**config.mk**
```make
export PLATFORM = sky130hd
export DESIGN_NAME = delay_line_flat
export DESIGN_NICKNAME = d
export VERILOG_FILES = /design/src/rtl/delay_pkg.sv /design/src/rtl/delay_line_if.sv /design/src/rtl/delay_ram.sv /design/src/rtl/delay_line.sv /design/src/flat_wrapper.sv
export SDC_FILE = /design/constraint.sdc
export NUM_CORES = 1
export LEC_CHECK = 0
export BUFFER_PORTS_ARGS = -buffer_cell sky130_fd_sc_hd__buf_2
export CAP_MARGIN = 20
export CORE_MARGIN = 4
export CORE_UTILIZATION = 35
export DETAILED_ROUTE_END_ITERATION = 10
export GPL_TIMING_DRIVEN = 0
export PLACE_DENSITY = 0.51
export SKIP_CTS_REPAIR_TIMING = 1
export SYNTH_ARGS = -nofsm -noshare
export SYNTH_HDL_FRONTEND = slang
export SYNTH_SLANG_ARGS = --single-unit
```
**constraint.sdc**
```tcl
create_clock -name clk -period 3.4 [get_ports clk]
set_clock_uncertainty 0.1 [all_clocks]
set_input_delay 0.68 -clock clk [delete_from_list [all_inputs] [get_ports clk]]
set_output_delay 0.68 -clock clk [all_outputs]
set_load 0.01 [all_outputs]
```
**src/rtl/delay_pkg.sv**
```systemverilog
// delay_pkg: shared defaults, buffer depth and fill-FSM state encodings for the delay line
package delay_pkg;
  localparam int DEF_N = 4;
  localparam int DEF_DL = 4;
  localparam int DEPTH = 2**DEF_DL;
  localparam logic [0:0] ST_RUN = 1'b0;
  localparam logic [0:0] ST_FILL = 1'b1;
endpackage

```
**src/rtl/delay_line_if.sv**
```systemverilog
// delay_line_if: sample/delay-control bundle; master drives in_valid/din/delay_load/delay_sel, slave returns dout/out_valid/busy/cur_delay
interface delay_line_if import delay_pkg::*; #(parameter int N = DEF_N, parameter int DL = DEF_DL);
  logic in_valid;
  logic [2**N-1:0] din;
  logic delay_load;
  logic [DL-1:0] delay_sel;
  logic [2**N-1:0] dout;
  logic out_valid;
  logic busy;
  logic [DL-1:0] cur_delay;
  modport master (output in_valid, din, delay_load, delay_sel, input dout, out_valid, busy, cur_delay);
  modport slave (input in_valid, din, delay_load, delay_sel, output dout, out_valid, busy, cur_delay);
endinterface

```
**src/rtl/delay_ram.sv**
```systemverilog
// delay_ram: 2**AW x W register file, one sync write port (clk/we/wa/wd), one async read port (ra/rd), no reset
module delay_ram #(parameter int W = 16, parameter int AW = 4) (
  input  logic          clk,
  input  logic          we,
  input  logic [AW-1:0] wa,
  input  logic [W-1:0]  wd,
  input  logic [AW-1:0] ra,
  output logic [W-1:0]  rd
);
  logic [W-1:0] mem [2**AW];
  always_ff @(posedge clk)
    if (we) mem[wa] <= wd;
  assign rd = mem[ra];
endmodule

```
**src/rtl/delay_line.sv**
```systemverilog
// delay_line: sample-counted programmable delay; clk, rst (async active-low), bus (delay_line_if.slave)
module delay_line import delay_pkg::*; #(parameter int N = DEF_N, parameter int DL = DEF_DL) (
  input logic clk,
  input logic rst,
  delay_line_if.slave bus
);
  localparam int W = 2**N;
  logic [DL-1:0] wr_ptr, d, fill_cnt, d_next, cnt_base, rd_addr;
  logic [0:0] state, st_base;
  logic [W-1:0] rd_data, dout_r;
  logic out_valid_r, emit;
  assign d_next = bus.delay_load ? bus.delay_sel : d;
  assign cnt_base = bus.delay_load ? '0 : fill_cnt;
  assign st_base = bus.delay_load ? (bus.delay_sel != '0 ? ST_FILL : ST_RUN) : state;
  assign rd_addr = wr_ptr - d_next;
  assign emit = st_base == ST_RUN || cnt_base == d_next;
  delay_ram #(.W(W), .AW(DL)) u_ram (
    .clk(clk), .we(bus.in_valid), .wa(wr_ptr), .wd(bus.din), .ra(rd_addr), .rd(rd_data)
  );
  always_ff @(posedge clk or negedge rst)
    if (!rst) begin
      wr_ptr <= '0;
      d <= '0;
      fill_cnt <= '0;
      state <= ST_RUN;
      dout_r <= '0;
      out_valid_r <= 1'b0;
    end else begin
      d <= d_next;
      out_valid_r <= bus.in_valid && emit;
      state <= bus.in_valid && emit ? ST_RUN : st_base;
      fill_cnt <= bus.in_valid && !emit ? cnt_base + DL'(1) : cnt_base;
      if (bus.in_valid) wr_ptr <= wr_ptr + DL'(1);
      if (bus.in_valid && emit) dout_r <= d_next == '0 ? bus.din : rd_data;
    end
  assign bus.dout = dout_r;
  assign bus.out_valid = out_valid_r;
  assign bus.busy = state == ST_FILL;
  assign bus.cur_delay = d;
endmodule
```
**src/flat_wrapper.sv**
```systemverilog
// flat-port wrapper written by rule: the top's interface ports become plain ports
module delay_line_flat import delay_pkg::*;
#(parameter int N = DEF_N, parameter int DL = DEF_DL)
  (clk, rst, bus_in_valid, bus_din, bus_delay_load, bus_delay_sel, bus_dout, bus_out_valid, bus_busy, bus_cur_delay);
  delay_line_if #(.N(N), .DL(DL)) bus_i ();
  input logic clk;
  input logic rst;
  input wire logic [$bits(bus_i.in_valid)-1:0] bus_in_valid;
  input wire logic [$bits(bus_i.din)-1:0] bus_din;
  input wire logic [$bits(bus_i.delay_load)-1:0] bus_delay_load;
  input wire logic [$bits(bus_i.delay_sel)-1:0] bus_delay_sel;
  output wire logic [$bits(bus_i.dout)-1:0] bus_dout;
  output wire logic [$bits(bus_i.out_valid)-1:0] bus_out_valid;
  output wire logic [$bits(bus_i.busy)-1:0] bus_busy;
  output wire logic [$bits(bus_i.cur_delay)-1:0] bus_cur_delay;
  assign bus_i.in_valid = bus_in_valid;
  assign bus_i.din = bus_din;
  assign bus_i.delay_load = bus_delay_load;
  assign bus_i.delay_sel = bus_delay_sel;
  assign bus_dout = bus_i.dout;
  assign bus_out_valid = bus_i.out_valid;
  assign bus_busy = bus_i.busy;
  assign bus_cur_delay = bus_i.cur_delay;
  delay_line #(.N(N), .DL(DL)) u_core (.clk(clk), .rst(rst), .bus(bus_i));
endmodule
```
==> flow_metrics.py <==
metrics = {
    "sta": {
        "tns_ps": 0,
        "rsz0062_at_grt": "no",
        "layout_worst_path_cycle_share_pct": 96.07,
        "hold_violations": 0,
        "setup_viol_count_final": 0,
        "period_minus_slack_ps": 3267,
        "slew_viol_final": 0,
        "timing.fmax_ghz": 0.3061,
        "worst_slew_pin_slew_ps": 1089,
        "max_slew_margin_pct": 27.39,
    },
    "critical_path": {
        "required_ps": 3730,
        "crit_slowest_cell": "fa_1",
        "crit_arrival_ps": 3590,
        "cp_num_buf_inv": 5,
        "path_common_cell": "buf_2",
        "critPathCaptureType": "flip-flop",
        "crit_fanout": 10,
        "setup.worst_path.class": "input port to flip-flop",
        "crit_chain": "buf_2, buf_2, mux2_2, ha_1, inv_1, fa_1, clkbuf_2, buf_2, mux4_2, mux2i_1, mux2_2, o211ai_1",
        "cpLargestDelayFamily": "multiplexers",
        "cp-start-kind": "input port",
        "cp_slowest_stage_delay_ps": 520,
    },
    "clock_network": {
        "cts_buffer_depth": 3,
        "insertion_delay_ps": 550,
        "clock-sinks": 286,
        "cts_made_buffers": 31,
        "cts_root_buf": "clkbuf_16",
        "cts_tree": "yes",
        "path_clk_slew_ps": 60,
        "ctsHtreeMaxLevel": 1,
    },
    "route": {
        "ant_nets": 0,
        "avgViaCountPerCell": 5.054,
        "wl_per_cell_um": 23.64,
        "drt_wl_total_mm": 26.41,
        "first_pass_iters": 5,
        "vias": 5645,
        "drc": 0,
        "drtIter0Drc": 393,
    },
    "job": {
        "cap_violations": 0,
    },
    "floorplanning": {
        "io_pins": 46,
        "rows": 66,
        "chipWidth_um": 189.5,
        "coreArea_mm2": 0.03254,
        "start_util_pct": 35.44,
        "die-area_mm2": 0.03592,
        "die_h_um": 189.5,
    },
    "power_and_ir_drop": {
        "p_leak_nw": 4.624,
        "ir_drop_uv": 434.5,
        "power_mw": 12.13,
        "p_per_area_mw_per_mm2": 899.3,
    },
    "synth": {
        "synth.cell_area_mm2": 0.01153,
        "ys_seq_area_share_pct": 73.17,
        "ys.flop_type": "edfxtp_1",
        "avgSynthCellArea_um2": 20.56,
        "async_flop_share_pct": 10.49,
        "synth_edf_count": 256,
        "yosysWarnings": 0,
        "syn_inst": 561,
        "syn-num-nets": 594,
        "synth_seq_cells": 286,
        "synth.distinct_cells": 43,
    },
    "cells_and_area": {
        "nets": 686,
        "synthToLayoutAreaGrowth_pct": 17.00,
        "fillers": 2928,
        "drive_gt1_share_pct": 32.89,
        "diodes": 0,
    },
    "grt": {
        "grt_pass1_wl_mm": 39.31,
        "grt_use_total_pct": 14.74,
        "grt_pass1_vias": 6065,
        "overflow": 0,
        "antenna_found_initial": 0,
        "grt_max_degree": 31,
    },
    "placed_design": {
        "dp_hpwl_mm": 16.96,
        "place_congestion": 0.7458,
        "portBuffers": 45,
    },
    "hold_path": {
        "hold_path.class": "input port to asynchronous set/reset pin",
    },
    "outcome": {
        "status": "finished clean",
    },
}
[placed cells by master, fill, tap and decap left out, types with 12 or more instances in the layout]
| master | Yosys | final |
|---|---|---|
| edfxtp_1 | 256 | 256 |
| mux4_2 | 64 | 64 |
| buf_2 | 14 | 59 |
| mux2i_1 | 34 | 34 |
| clkbuf_16 | 0 | 31 |
| dfrtp_1 | 30 | 30 |
| nand2_1 | 22 | 22 |
| nand3_1 | 19 | 19 |
| mux2_2 | 17 | 17 |
| clkbuf_1 | 4 | 12 |
| and2_1 | 12 | 12 |
[per-layer routing]
metal | share of wire (%) | up-vias | wire (um) | track usage, %
met5 | 0 | - | 0 | 0
met4 | 1.5 | 0 | 401 | 3.200
met3 | 4.5 | 35 | 1183 | 2.434
met2 | 51 | 148 | 13490 | 25.37
met1 | 43 | 3001 | 11340 | 19.90
li1 | - | 2461 | - | -
[synthesized netlist by cell type, types with 7 or more instances]
library cell	instances	area share [%]
edfxtp_1	256	67
mux4_2	64	12
mux2i_1	34	3.0
dfrtp_1	30	6.5
nand2_1	22	0.72
nand3_1	19	0.82
mux2_2	17	1.7
buf_2	14	0.61
and2_1	12	0.65
ha_1	8	0.87
o211ai_1	8	0.52
o211ai_2	8	0.87
buf_4	7	0.46
xor2_1	7	0.53
[power by group]
| group | switching [mW] | total [mW] | leakage (nW) | internal [mW] |
|---|---|---|---|---|
| sequential | 0.162 | 4.43 | 2.68 | 4.27 |
| combinational | 2.48 | 4.67 | 1.49 | 2.19 |
| clock | 1.27 | 3.03 | 0.447 | 1.76 |
[stage by stage]
step | hold slack [ps] | area [um2] | utilization, % | std cells | setup slack (ps)
after global routing | 173.0 | 13490 | 41.47 | 1117 | 27.39
after detailed placement | 375.3 | 12470 | 38.32 | 1056 | -627.5
final | 129.5 | 13490 | 41.47 | 1117 | 133.5
after floorplan | 284.4 | 11530 | - | 561 | 213.7
after global placement | 379.6 | 12310 | 37.84 | 1048 | -1184
after CTS | 127.0 | 13390 | 41.14 | 1111 | -59.25
[layout make-up]
class,count,area [um2],share of cell area [%]
plain buffers,27,161.4,1.196
well taps,442,553.0,4.099
repair buffers,59,462.9,3.431
flip-flops and latches,286,8438,62.54
clock inverters,14,93.84,0.6955
inverters,6,25.02,0.1855
multi-input cells,242,2935,21.75
clock buffers,41,823.3,6.102
[worst paths after layout]
path / start / endpoint / slack [ps] / cells past startpoint
max: bus_delay_load / u_core.bus.dout[9] / 130 / 12
max reg2reg: u_core.wr_ptr[0] / u_core.bus.dout[9] / 210 / 10
min in group clk: bus_delay_sel[0] / u_core.bus.cur_delay[0] / 340 / 2
max in group asynchronous: rst / u_core.bus.dout[2] / 2550 / 1
min reg2reg: u_core.bus.dout[6] / u_core.bus.dout[6] / 380 / 2
min: rst / u_core.bus.dout[7] / 130 / 1
[kinds of logic (layout without fill, tap and decap cells)]
kind of cell / Yosys count / count (layout) / share of synthesized area, %
xor+xnor: 15 / 15 / 1.335
buf+inv: 33 / 147 / 1.606
simple gates: 76 / 76 / 3.418
compound gates: 25 / 25 / 2.094
mux: 117 / 117 / 17.34
flops: 286 / 286 / 73.17
fa+ha+maj: 9 / 9 / 1.042
[sequential cells by signal, summed over array words and instances (netlist names)]
register / flops
u_core.fill_cnt: 4
u_core.wr_ptr: 4
u_core.bus.cur_delay: 4
u_core.bus.busy: 1
u_core.u_ram.mem: 256
u_core.bus.out_valid: 1
u_core.bus.dout: 16
[worst register-to-register path, delay by kind of cell, from the launching register on]
kind,cells,cell delay (ps)
AO/OA/AOI/OAI,1,80
adder cells (fa/ha/maj),2,700
buffers and inverters,4,880
flip-flops,1,460
multiplexers,3,870
No activity file was read; power rests on OpenSTA's default activity.
